<file path="src/rtl/axis_axi_writer_pkg.sv">
// Shared types and AXI constants for the stream-to-AXI write path.
package axis_axi_writer_pkg;

   typedef enum logic [1:0] {
      ST_FILL = 2'd0,
      ST_AW   = 2'd1,
      ST_W    = 2'd2,
      ST_B    = 2'd3
   } state_t;

   localparam logic [1:0] BURST_INCR = 2'b01;
   localparam logic [2:0] SIZE_4B    = 3'b010;
   localparam logic [1:0] RESP_OKAY  = 2'b00;

endpackage

</file>
<file path="src/rtl/axis_word_packer.sv">
// Packs a little-endian byte stream into 32-bit words with byte strobes.
// A word is presented for commit on its 4th byte or on a byte flagged last;
// lanes not yet written stay zero with their strobes clear.
module axis_word_packer
   import axis_axi_writer_pkg::*;
(
   input  logic        clk,
   input  logic        rst_n,
   input  logic        byte_en,
   input  logic [7:0]  byte_data,
   input  logic        byte_last,
   output logic        word_commit,
   output logic [31:0] word_data,
   output logic [3:0]  word_strb,
   output logic        word_last
);

   logic [1:0]  lane;
   logic [31:0] part_data;
   logic [3:0]  part_strb;

   assign word_commit = byte_en && ((lane == 2'd3) || byte_last);
   assign word_last   = byte_last;

   // Merge the incoming byte into the partial word at the current lane.
   always_comb begin
      word_data = part_data;
      word_strb = part_strb;
      word_data[{lane, 3'b000} +: 8] = byte_data;
      word_strb[lane] = 1'b1;
   end

   // Track lane position and hold the partial word until it commits.
   always_ff @(posedge clk) begin
      if (!rst_n) begin
         lane      <= '0;
         part_data <= '0;
         part_strb <= '0;
      end else if (word_commit) begin
         lane      <= '0;
         part_data <= '0;
         part_strb <= '0;
      end else if (byte_en) begin
         lane      <= lane + 2'd1;
         part_data <= word_data;
         part_strb <= word_strb;
      end
   end

endmodule

</file>
<file path="src/rtl/axis_axi_writer.sv">
// AXI-Stream byte sink that buffers packed words and writes them to memory
// as INCR bursts over AW/W/B. Bursts are cut at MAX_BURST*4-byte boundaries.
module axis_axi_writer
   import axis_axi_writer_pkg::*;
#(
   parameter int DATA_WIDTH = 32,
   parameter int ADDR_WIDTH = 16,
   parameter int STRB_WIDTH = DATA_WIDTH / 8,
   parameter int ID_WIDTH   = 8,
   parameter int MAX_BURST  = 16,
   parameter logic [ADDR_WIDTH-1:0] BASE_ADDR = '0
) (
   input  logic                  clk,
   input  logic                  rst_n,
   input  logic [7:0]            s_tdata,
   input  logic                  s_tvalid,
   output logic                  s_tready,
   input  logic                  s_tlast,
   output logic [ID_WIDTH-1:0]   m_axi_awid,
   output logic [ADDR_WIDTH-1:0] m_axi_awaddr,
   output logic [7:0]            m_axi_awlen,
   output logic [2:0]            m_axi_awsize,
   output logic [1:0]            m_axi_awburst,
   output logic                  m_axi_awvalid,
   input  logic                  m_axi_awready,
   output logic [DATA_WIDTH-1:0] m_axi_wdata,
   output logic [STRB_WIDTH-1:0] m_axi_wstrb,
   output logic                  m_axi_wlast,
   output logic                  m_axi_wvalid,
   input  logic                  m_axi_wready,
   input  logic [ID_WIDTH-1:0]   m_axi_bid,
   input  logic [1:0]            m_axi_bresp,
   input  logic                  m_axi_bvalid,
   output logic                  m_axi_bready,
   output logic                  done,
   output logic                  err
);

   localparam int LOG2_MB = $clog2(MAX_BURST);
   localparam int CNT_W   = LOG2_MB + 1;

   state_t                  state, state_nxt;
   logic                    active;
   logic [CNT_W-1:0]        count;
   logic [LOG2_MB-1:0]      beat;
   logic [ADDR_WIDTH-1:0]   wr_addr;
   logic                    tlast_pending;
   logic                    done_q;
   logic                    err_q;

   logic [DATA_WIDTH-1:0]   buf_data [MAX_BURST];
   logic [STRB_WIDTH-1:0]   buf_strb [MAX_BURST];

   logic                    accept;
   logic                    word_commit;
   logic [31:0]             word_data;
   logic [3:0]              word_strb;
   logic                    word_last;

   logic [LOG2_MB-1:0]      word_off;
   logic [CNT_W-1:0]        burst_limit;
   logic [CNT_W-1:0]        count_inc;
   logic                    buf_full;
   logic                    beat_last;
   logic                    w_hs;
   logic                    b_hs;
   logic                    unused_bid;

   assign unused_bid  = ^m_axi_bid;

   assign word_off    = wr_addr[2 +: LOG2_MB];
   assign burst_limit = CNT_W'(MAX_BURST) - CNT_W'(word_off);
   assign count_inc   = count + CNT_W'(1);
   assign buf_full    = (count == CNT_W'(MAX_BURST));
   assign beat_last   = (CNT_W'(beat) == (count - CNT_W'(1)));

   // active holds ready low through reset and the first cycle after release
   assign s_tready    = active && (state == ST_FILL) && !buf_full;
   assign accept      = s_tvalid && s_tready;
   assign w_hs        = m_axi_wvalid && m_axi_wready;
   assign b_hs        = m_axi_bready && m_axi_bvalid;

   assign m_axi_awid    = '0;
   assign m_axi_awaddr  = wr_addr;
   assign m_axi_awlen   = 8'(count) - 8'd1;
   assign m_axi_awsize  = SIZE_4B;
   assign m_axi_awburst = BURST_INCR;
   assign m_axi_wdata   = buf_data[beat];
   assign m_axi_wstrb   = buf_strb[beat];
   assign m_axi_wlast   = (state == ST_W) && beat_last;
   assign done          = done_q;
   assign err           = err_q;

   axis_word_packer u_packer (
      .clk         (clk),
      .rst_n       (rst_n),
      .byte_en     (accept),
      .byte_data   (s_tdata),
      .byte_last   (s_tlast),
      .word_commit (word_commit),
      .word_data   (word_data),
      .word_strb   (word_strb),
      .word_last   (word_last)
   );

   // State register.
   always_ff @(posedge clk) begin
      if (!rst_n) state <= ST_FILL;
      else        state <= state_nxt;
   end

   // Next-state decode and channel valid/ready outputs.
   always_comb begin
      state_nxt     = state;
      m_axi_awvalid = 1'b0;
      m_axi_wvalid  = 1'b0;
      m_axi_bready  = 1'b0;
      case (state)
         ST_FILL: begin
            if (word_commit && ((count_inc == burst_limit) || word_last))
               state_nxt = ST_AW;
         end
         ST_AW: begin
            m_axi_awvalid = 1'b1;
            if (m_axi_awready) state_nxt = ST_W;
         end
         ST_W: begin
            m_axi_wvalid = 1'b1;
            if (m_axi_wready && beat_last) state_nxt = ST_B;
         end
         ST_B: begin
            m_axi_bready = 1'b1;
            if (m_axi_bvalid) state_nxt = ST_FILL;
         end
         default: state_nxt = ST_FILL;
      endcase
   end

   // Burst buffer storage; contents are don't-care until written.
   always_ff @(posedge clk) begin
      if (word_commit) begin
         buf_data[count[LOG2_MB-1:0]] <= word_data;
         buf_strb[count[LOG2_MB-1:0]] <= word_strb;
      end
   end

   // Word count, beat index, address advance and completion status.
   always_ff @(posedge clk) begin
      if (!rst_n) begin
         active        <= 1'b0;
         count         <= '0;
         beat          <= '0;
         wr_addr       <= BASE_ADDR;
         tlast_pending <= 1'b0;
         done_q        <= 1'b0;
         err_q         <= 1'b0;
      end else begin
         active <= 1'b1;
         done_q <= 1'b0;
         if (word_commit) begin
            count <= count_inc;
            if (word_last) tlast_pending <= 1'b1;
         end
         if (w_hs) beat <= beat + LOG2_MB'(1);
         if (b_hs) begin
            err_q         <= err_q | (m_axi_bresp != RESP_OKAY);
            wr_addr       <= wr_addr + (ADDR_WIDTH'(count) << 2);
            count         <= '0;
            beat          <= '0;
            done_q        <= tlast_pending;
            tlast_pending <= 1'b0;
         end
      end
   end

endmodule

</file>
<file path="config.mk">
export PLATFORM = sky130hd
export DESIGN_NAME = axis_axi_writer
export DESIGN_NICKNAME = d
export VERILOG_FILES = /design/src/rtl/axis_axi_writer_pkg.sv /design/src/rtl/axis_word_packer.sv /design/src/rtl/axis_axi_writer.sv
export SDC_FILE = /design/constraint.sdc
export NUM_CORES = 1
export LEC_CHECK = 0
export ABC_AREA = 0
export CORE_ASPECT_RATIO = 0.5
export CORE_MARGIN = 1.5
export CORE_UTILIZATION = 56
export CTS_BUF_LIST = sky130_fd_sc_hd__clkbuf_8
export CTS_CLUSTER_SIZE = 8
export DETAILED_ROUTE_END_ITERATION = 12
export GPL_TIMING_DRIVEN = 0
export MAX_ROUTING_LAYER = met4
export PLACE_DENSITY = 0.81
export SYNTH_ARGS = -nofsm -noshare
export SYNTH_HDL_FRONTEND = slang
export SYNTH_HIERARCHICAL = 1
export SYNTH_SLANG_ARGS = --single-unit
</file>
<file path="constraint.sdc">
create_clock -name clk -period 6.95 [get_ports clk]
set_input_delay 0.695 -clock clk [delete_from_list [all_inputs] [get_ports clk]]
set_output_delay 0.695 -clock clk [all_outputs]
set_load 0.02 [all_outputs]
</file>
==> results by group <==
Outcome
  – Status: completed

Routing
  – Drt first pass iters: 7
  – WL final: about 58 mm
  – DR iter-0 viols: 1678
  – Vias per cell: 6.26
  – DR DRC count: 0
  – Post-route ant nets: 0
  – DR vias: 13.4k
  – Routed len/inst: ~27 um

GRT
  – GRT Residual Overflow: 0
  – Vias in the first global route: between 10k and 15k
  – Initial antenna violation count: 1
  – First-pass GRT wire length: about 85 mm
  – Global Route Usage Sum: 0.256
  – Largest net degree at the start of global routing: 29

Floorplan
  – Initial core utilization: 0.568
  – Row count: between 50 and 60
  – Chip Width: 306 um
  – Core area: 45300 sq um
  – Chip height: approximately 150 um
  – Die area: ~47000 sq um
  – Io pins: roughly 110

Timing
  – RSZ-0062 raised after global routing: false
  – Final hold violation count: 0
  – Worst Max-Slew Pin Slew: between 1000 and 1500 ps
  – Final worst slack: 2010 ps
  – Period utilization: 0.711
  – Slew Viols, Final: 0
  – Max transition margin: 0.225
  – Setup TNS: 0 ps
  – Max Freq: a little over 0.2 GHz
  – Setup violators final: 0
  – Final min period: ~4900 ps
  – Setup skew after layout: approximately 47 ps

Yosys
  – Count of cell types in the netlist: 54
  – Post-synth ARST share: 0
  – Seq/Total Area, Yosys: 0.728
  – Synth warn: 6
  – Post-synth EDFFs: around 580
  – Most used flip-flop cell after synthesis: edfxtp_1
  – Syn Inst Count: 1287
  – Mapped Area: 25700 sq um
  – #FFs+latches synth: between 600 and 700
  – Avg Inst Size Synth: around 20 sq um

CTS
  – CTS root buf: clkbuf_8
  – Worst-Skew Late Latency: between 600 and 700 ps
  – Cts-stage hold buffer count: 0
  – Worst-path clk slew: about 60 ps
  – CTS Buf Count: just over 90
  – Deepest clock path buffer count: 3
  – CTS tree: done
  – Resized Gates After CTS: 0
  – Sink Count: 647
  – H-tree lvl count: 3
  – Post-CTS Setup Bufs: 0

Placed design
  – Worst slack at placement: 2180 ps
  – Port Buffers: 74
  – Final RePlAce weighted congestion: between 0.8 and 0.9
  – DPL Wire Length: 36.6 mm

Finish
  – Net count of the finished layout: 1544
  – Layout cells sized above 1: 0.258
  – Area growth syn-to-layout: 13.5%

Hold path
  – Hold Path Class: input pin to flip-flop

Power
  – Worst VDD drop: between 0.0001 and 0.00015 V
  – Power, Total: ~7.4 mW
  – Leak Pwr: roughly 9.6 nW
  – Pwr Density: 254 nW/um^2

Setup path
  – Worst path required time: 7290 ps
  – CP Class: flip-flop to flip-flop
  – WP data arrival: 5280 ps
  – Worst Setup Start Kind: flip-flop
  – Critical Path Fanout Max: 10
  – Setup crit end kind: flip-flop

Job
  – Max Cap Viol: 0
==> Yosys cell counts, drive strengths merged, types with 2 or more instances <==
| library cell | instances | area (sq um) |
|---|---|---|
| and2 | 22 | 138 |
| nand2b | 4 | 25.0 |
| a21oi | 24 | 124 |
| nand3 | 10 | 50.1 |
| or2 | 4 | 25.0 |
| and4 | 4 | 35.0 |
| clkbuf | 27 | 101 |
| a21o | 2 | 15.0 |
| nor3b | 7 | 57.6 |
| edfxtp | 576 | 17300 |
| ha | 24 | 300 |
| a32oi | 22 | 193 |
| conb | 2 | 7.51 |
| dfxtp | 71 | 1420 |
| a22o | 22 | 193 |
| nor2b | 4 | 25.0 |
| xor2 | 7 | 61.3 |
| mux2i | 2 | 20.0 |
| o211ai | 2 | 15.0 |
| mux4 | 180 | 4050 |
| o21ai | 18 | 90.1 |
| and3 | 8 | 50.1 |
| nand2 | 44 | 168 |
| nor4b | 2 | 38.8 |
| inv | 30 | 113 |
| buf | 67 | 459 |
| nor2 | 45 | 169 |
| a21boi | 3 | 22.5 |
| nor3 | 4 | 20.0 |
| nand4 | 11 | 68.8 |
| and4bb | 3 | 37.5 |
| xnor2 | 25 | 219 |
==> per-stage QoR <==
stage               hold slack (ps)  cell area, sq um   util  cells
floorplan                       429             25800      -   1300
global placement                441             27300  0.602   1972
detailed placement              453             27700  0.612   1998
CTS                             375             29200  0.645   2137
global route                    384             29200  0.645   2138
finish                          420             29200  0.645   2138
==> worst paths after layout <==
| check | start | end | slack (ps) | cells past startpoint |
|---|---|---|---|---|
| min | s_tdata[4] | u_packer/part_data[12] | 420 | 3 |
| max reg2reg | count[0] | buf_data[6][13] | 2010 | 14 |
| min reg2reg | err | err | 470 | 1 |
| max | count[0] | buf_data[6][13] | 2010 | 14 |
==> power breakdown <==
part	internal [mW]	switching, mW	total, mW
combinational	0.219	0.341	0.560
clock	1.22	1.33	2.55
sequential	4.30	0.0157	4.31
==> cell type report <==
type                            instances  area (sq um)
Antenna cell                            1          2.50
Clock buffer                           93          1280
Multi-Input combinational cell        529          6420
Fill cell                            2779         16100
Clock inverter                         46           199
Sequential cell                       647         18700
Tap cell                              598           748
Buffer                                 94           561
Timing Repair Buffer                  100          1150
Inverter                               30           113
==> logic make-up after synthesis <==
family / share of synthesized area
flip-flops: 0.728
multiplexers: 0.159
AND/OR/NAND/NOR: 0.0359
buffers and inverters: 0.0262
AO/OA/AOI/OAI: 0.0276
XOR/XNOR: 0.0109
adder cells (fa/ha/maj): 0.0125
other: 0.000292
==> flip-flops by register name (all words and copies together), names as in the netlist, 2 cells and up, named ones only <==
signal              count
buf_strb               64
beat                    4
state                   2
buf_data              512
u_packer/part_data     32
count                   5
u_packer/part_strb      4
u_packer/lane           2
m_axi_awaddr           14
==> routing by layer <==
| layer | vias to the layer above | wire [um] | track usage |
|---|---|---|---|
| met2 | 818 | 28500 | 0.406 |
| met3 | 115 | 6040 | 0.0534 |
| li1 | 5595 | - | - |
| met5 | - | 0 | - |
| met4 | 0 | 1540 | 0.0844 |
| met1 | 6865 | 21500 | 0.337 |
==> cells in the final DEF, fill, tap and decap left out, types with 7 or more instances in the layout <==
cell type        count
nand3_1             10
a32oi_1             22
conb_1              15
a21oi_1             23
buf_2               32
clkbuf_8            93
nand2_1             43
clkbuf_1            27
and2_1              14
buf_4               21
xor2_1               7
xnor2_1             25
buf_6               24
o21ai_0              8
a22o_1              22
dfxtp_1             71
clkdlybuf4s50_1     74
and2_2               7
nand4_1             11
buf_12              12
mux4_2             180
inv_1               69
edfxtp_1           576
o21ai_1             10
nor2_1              43
ha_1                24
==> critical path, cell delays in order (launching register included) <==
cell and delay, ps:
dfxtp_1 400, clkbuf_1 310, inv_1 170, ha_1 260, nand2b_1 220, o311a_1 290, and2_1 310, buf_2 340
o21ai_1 190, inv_1 130, clkbuf_1 370, nand2_1 280, nor3b_2 920, buf_6 260, buf_6 180
(Power assumes the default switching activity.)
